### config.mk
export PLATFORM = sky130hd
export DESIGN_NAME = file_server
export DESIGN_NICKNAME = d
export VERILOG_FILES = /design/src/rtl/file_server.sv
export SDC_FILE = /design/constraint.sdc
export NUM_CORES = 1
export LEC_CHECK = 0
export CORE_AREA = 2 2 102 104
export DETAILED_ROUTE_END_ITERATION = 12
export DIE_AREA = 0 0 104 106
export DONT_BUFFER_PORTS = 1
export PLACE_DENSITY = 0.75
export SLEW_MARGIN = 10
export SYNTH_ARGS = -nofsm -noshare
export SYNTH_HDL_FRONTEND = slang
export SYNTH_SLANG_ARGS = --single-unit
export TNS_END_PERCENT = 1
### constraint.sdc
create_clock -name clk -period 7.9 [get_ports clk]
set_clock_uncertainty 0.2 [all_clocks]
set_input_delay 1.975 -clock clk [delete_from_list [all_inputs] [get_ports clk]]
set_output_delay 1.975 -clock clk [all_outputs]
set_load 0.02 [all_outputs]
### src/rtl/file_server.sv
// Byte-serial file transfer responder: parses 'R'/'W' + 16-bit index frames and
// streams file bytes between an rs232 byte link and a synchronous byte RAM.
module file_server #(
    parameter int IntSize = 8,
    parameter int TIMEOUT = 1000000,
    parameter int TO_W    = 20
) (
    input  logic               clk,
    input  logic               rst,
    input  logic [IntSize-1:0] rx_data,
    input  logic               rx_rdy,
    output logic [IntSize-1:0] tx_data,
    output logic               tx_en,
    input  logic               tx_busy,
    output logic [15:0]        file_idx,
    input  logic [15:0]        file_len,
    output logic [15:0]        mem_addr,
    output logic               mem_re,
    input  logic [IntSize-1:0] mem_rdata,
    output logic               mem_we,
    output logic [IntSize-1:0] mem_wdata,
    output logic               busy,
    output logic               done,
    output logic               err
);

    // Handshake: rx_rdy is a one-cycle strobe qualifying rx_data; tx_en is a
    // one-cycle request issued only while tx_busy is low, and tx_data is held
    // until the next request; mem_rdata is valid the cycle after mem_re.
    typedef enum logic [3:0] {
        IDLE, IDX_HI, IDX_LO, LOOKUP, RD_FETCH, RD_SEND, RD_WAIT, WR_RECV, FIN
    } state_t;

    localparam logic [TO_W-1:0] TO_LAST = TO_W'(TIMEOUT - 1);

    state_t              state, state_nxt;
    logic                dir_rd, dir_nxt;
    logic [15:0]         len, len_nxt;
    logic [15:0]         offset, off_nxt, off_inc;
    logic [TO_W-1:0]     to_cnt, to_nxt;
    logic                timed_out;
    logic                tx_en_q;
    logic [15:0]         idx_nxt, addr_nxt;
    logic [IntSize-1:0]  tx_data_nxt, wdata_nxt;
    logic                tx_en_nxt, mem_re_nxt, mem_we_nxt, done_nxt, err_nxt;

    assign busy = (state != IDLE);

    always_ff @(posedge clk or posedge rst) begin
        if (rst) begin
            state     <= IDLE;
            dir_rd    <= 1'b0;
            len       <= '0;
            offset    <= '0;
            to_cnt    <= '0;
            tx_en_q   <= 1'b0;
            file_idx  <= '0;
            tx_data   <= '0;
            tx_en     <= 1'b0;
            mem_re    <= 1'b0;
            mem_we    <= 1'b0;
            mem_wdata <= '0;
            mem_addr  <= '0;
            done      <= 1'b0;
            err       <= 1'b0;
        end else begin
            state     <= state_nxt;
            dir_rd    <= dir_nxt;
            len       <= len_nxt;
            offset    <= off_nxt;
            to_cnt    <= to_nxt;
            tx_en_q   <= tx_en;
            file_idx  <= idx_nxt;
            tx_data   <= tx_data_nxt;
            tx_en     <= tx_en_nxt;
            mem_re    <= mem_re_nxt;
            mem_we    <= mem_we_nxt;
            mem_wdata <= wdata_nxt;
            mem_addr  <= addr_nxt;
            done      <= done_nxt;
            err       <= err_nxt;
        end
    end

    always_comb begin
        state_nxt   = state;
        dir_nxt     = dir_rd;
        len_nxt     = len;
        off_nxt     = offset;
        to_nxt      = '0;
        idx_nxt     = file_idx;
        tx_data_nxt = tx_data;
        tx_en_nxt   = 1'b0;
        mem_re_nxt  = 1'b0;
        mem_we_nxt  = 1'b0;
        wdata_nxt   = mem_wdata;
        addr_nxt    = mem_addr;
        done_nxt    = 1'b0;
        err_nxt     = 1'b0;
        off_inc     = offset + 16'd1;
        timed_out   = !rx_rdy && (to_cnt == TO_LAST);

        // Inter-byte watchdog only runs while the initiator owns the pacing.
        if (state inside {IDX_HI, IDX_LO, WR_RECV})
            to_nxt = rx_rdy ? '0 : to_cnt + TO_W'(1);

        case (state)
            IDLE: begin
                if (rx_rdy) begin
                    if (rx_data == 8'h52) begin
                        dir_nxt   = 1'b1;
                        state_nxt = IDX_HI;
                    end else if (rx_data == 8'h57) begin
                        dir_nxt   = 1'b0;
                        state_nxt = IDX_HI;
                    end else begin
                        err_nxt = 1'b1;
                    end
                end
            end
            IDX_HI: begin
                if (rx_rdy) begin
                    idx_nxt[15:8] = rx_data;
                    state_nxt     = IDX_LO;
                end else if (timed_out) begin
                    err_nxt   = 1'b1;
                    state_nxt = IDLE;
                end
            end
            IDX_LO: begin
                if (rx_rdy) begin
                    idx_nxt[7:0] = rx_data;
                    state_nxt    = LOOKUP;
                end else if (timed_out) begin
                    err_nxt   = 1'b1;
                    state_nxt = IDLE;
                end
            end
            LOOKUP: begin
                len_nxt = file_len;
                off_nxt = '0;
                if (file_len == 16'd0) begin
                    done_nxt  = 1'b1;
                    state_nxt = FIN;
                end else if (dir_rd) begin
                    mem_re_nxt = 1'b1;
                    addr_nxt   = '0;
                    state_nxt  = RD_FETCH;
                end else begin
                    state_nxt = WR_RECV;
                end
            end
            RD_FETCH: state_nxt = RD_SEND;
            RD_SEND: begin
                if (!tx_busy) begin
                    tx_data_nxt = mem_rdata;
                    tx_en_nxt   = 1'b1;
                    state_nxt   = RD_WAIT;
                end
            end
            RD_WAIT: begin
                // The transmitter has not raised busy yet during and just after tx_en.
                if (!tx_en && !tx_en_q && !tx_busy) begin
                    off_nxt = off_inc;
                    if (off_inc == len) begin
                        done_nxt  = 1'b1;
                        state_nxt = FIN;
                    end else begin
                        mem_re_nxt = 1'b1;
                        addr_nxt   = off_inc;
                        state_nxt  = RD_FETCH;
                    end
                end
            end
            WR_RECV: begin
                if (rx_rdy) begin
                    addr_nxt   = offset;
                    wdata_nxt  = rx_data;
                    mem_we_nxt = 1'b1;
                    off_nxt    = off_inc;
                    if (off_inc == len) begin
                        done_nxt  = 1'b1;
                        state_nxt = FIN;
                    end
                end else if (timed_out) begin
                    err_nxt   = 1'b1;
                    state_nxt = IDLE;
                end
            end
            FIN:     state_nxt = IDLE;
            default: state_nxt = IDLE;
        endcase
    end

endmodule
==> results.json <==
{
  "final_nets": 577,
  "fp-row-count": 37,
  "htree_levels": 3,
  "crit_required_ps": 5730,
  "synth-edff-count": 0,
  "num_vias": 4147,
  "r2r_slack_ps": 3920,
  "finalMaxSlewViolations": 0,
  "grt_usage_pct": 25.1,
  "path_max_fanout": 37,
  "critPathCaptureType": "primary output",
  "cts_max_path_buffers": 2,
  "cap_violations": 0,
  "setup_viol": 0,
  "synth_cells": 558,
  "synthFlopType": "dfrtp_1",
  "grt_pass1_wl_mm": 22.0,
  "yosysTopAreaCellShare_pct": 47.6,
  "clk_pin_slew_ps": 110,
  "routed_wl_mm": 13.1,
  "place_congestion": 0.958,
  "die_w_um": 104,
  "ys_types": 63,
  "pwr_density_cell_nw_per_um2": 314,
  "min_period_over_period_pct": 51.9,
  "finalCriticalPeriod_ps": 4100,
  "grt_max_degree": 80,
  "outcome": "finished, final reports clean",
  "synth_seq_cells": 111,
  "hold_viol_final": 0,
  "cts_resized": 0,
  "initial_core_util_pct": 58.3,
  "place.detailed.hpwl_mm": 9.29,
  "root_buffer": "clkbuf_8",
  "holdWs_ps": 327,
  "ir_worst_vdd_v": 0.000191,
  "vias_per_cell": 6.10,
  "synth_area_leaders": "dfrtp_1 (48%), mux2_2 (10%), nor2_1 (3.9%)",
  "drtAntennaViolNets": 0,
  "crit_path_start_kind": "flop",
  "core-area_um2": 10000,
  "post-cts-setup-buffers": 0,
  "avgRoutedWirePerCell_um": 19.3,
  "tightest_slew_ps": 992,
  "syn_nets": 596,
  "holdCritPathClass": "flop to flop",
  "first_iter_violations": 236,
  "design.die.area_um2": 11000,
  "antenna_found_initial": 0,
  "yosys.area.top_type": "dfrtp_1",
  "first_pass_iters": 5,
  "avgSynthCellArea_um2": 10.5,
  "netlist_area_um2": 5830,
  "cts_tree": "yes",
  "async_reset_ff_share_pct": 100,
  "tns_ps": 0,
  "max_freq_ghz": 0.244,
  "io_pins": 90,
  "layout-drive-gt1-share_pct": 18.6,
  "num_antenna_cells": 0,
  "drc": 0,
  "areaGrowthSynthToFinish_pct": 3.71,
  "clk_latency_ps": 400,
  "ys_warn_count": 0,
  "cts_hold_buf": 0,
  "rsz0062_at_grt": "no",
  "yosysSeqAreaShare_pct": 47.6,
  "cts.sinks": 111,
  "worstSetupPathType": "flop to primary output",
  "gr-total-overflow": 0,
  "p_leak_nw": 2.47,
  "cp_data_arrival_time_ps": 1920,
  "numCtsBuffers": 9,
  "io_buffer_count": 0,
  "fp.dieH_um": 106,
  "grt_pass1_vias": 4364,
  "slew_headroom_pct": 33.6
}
cell usage after synthesis (all sizes together), types with 2 or more instances:
cell type  number
a211oi          2
a21oi          22
and2            5
and3           12
and4            6
buf            17
clkbuf         16
dfrtp         111
ha              2
inv             8
mux2           62
mux2i           3
nand2          34
nand2b          6
nand3          24
nand4           9
nand4b          2
nor2           63
nor2b           8
nor3            7
nor3b           2
nor4            8
nor4b           2
o21ai          37
o22ai           2
o31ai          13
o32ai           2
or2             2
or3            12
or4b            2
xnor2          24
xor2           17
metrics by stage:
stage	instance area (um^2)	power, mW	setup WS, ps	util (%)	std cells
6_report	6050	1.90	3800	60.5	680
5_1_grt	6050	2.02	3600	60.5	680
4_1_cts	6050	1.91	3760	60.5	680
3_5_place_dp	5850	1.57	3610	58.5	664
3_3_place_gp	5850	1.55	3710	58.5	664
2_1_floorplan	5830	1.44	2790	-	558
power by group:
part / internal (mW) / leakage [nW] / switching [mW]
clock network: 0.130 / 0.0948 / 0.207
registers: 0.718 / 1.44 / 0.249
logic: 0.269 / 0.932 / 0.325
total: 1.12 / 2.47 / 0.780
layer usage:
layer / vias to the layer above / share of wire, % / GRT usage (%)
li1: 1940 / - / -
met1: 2087 / 42 / 31.1
met2: 100 / 52 / 43.4
met3: 20 / 4.2 / 5.52
met4: 0 / 1.9 / 9.65
met5: - / 0 / 0
worst max-delay path: stages (launching register included):
cell,delay (ps)
dfrtp_1,380
buf_4,250
nor4_1,620
inv_1,280
cell usage in the layout, fill, tap and decap left out, types with 11 or more instances in the layout:
cell     instances
nand3_1         21
and3_1          12
a21oi_1         21
xor2_1          17
o31ai_1         12
nor2_1          61
nand2_1         34
dfrtp_1        111
or3_1           11
o21ai_0         37
mux2_2          52
xnor2_1         24
registers in the layout, summed over array words and instances (netlist names):
register	cells
state	4
mem_addr	16
tx_data	8
offset	16
file_idx	16
mem_wdata	8
mem_re	1
mem_we	1
err	1
tx_en_q	1
tx_en	1
dir_rd	1
done	1
to_cnt	20
len	16
kinds of logic (layout without fill, tap and decap cells):
| logic type | after synthesis | in the layout | synth area share (%) |
|---|---|---|---|
| buffers and inverters | 41 | 27 | 3.54 |
| xor gates and xnor gates | 41 | 41 | 6.16 |
| muxes | 65 | 65 | 13.1 |
| AOI/OAI and AO/OA | 91 | 91 | 9.95 |
| and+or+nand+nor | 207 | 207 | 19.2 |
| adders and majority gates | 2 | 2 | 0.429 |
| DFF | 111 | 111 | 47.6 |
final timing paths:
kind	startpoint	endpoint	cells past startpoint
setup / recovery	state[0]	busy	3
hold / removal	to_cnt[0]	to_cnt[0]	1
setup reg to reg	offset[8]	mem_addr[12]	7
hold reg to reg	to_cnt[0]	to_cnt[0]	1
max in group asynchronous	rst	offset[5]	2
min in group asynchronous	rst	tx_data[7]	1
layout make-up:
class                   instances  area, um^2
clock buffers                  11         141
clock inverters                 5        52.6
fillers                       862        3950
inverters                       8        32.5
multi-input cells             406        2850
flip-flops and latches        111        2780
well taps                     136         170
repair buffers                  3        22.5
Note: power is estimated with default switching activity, not from simulation.
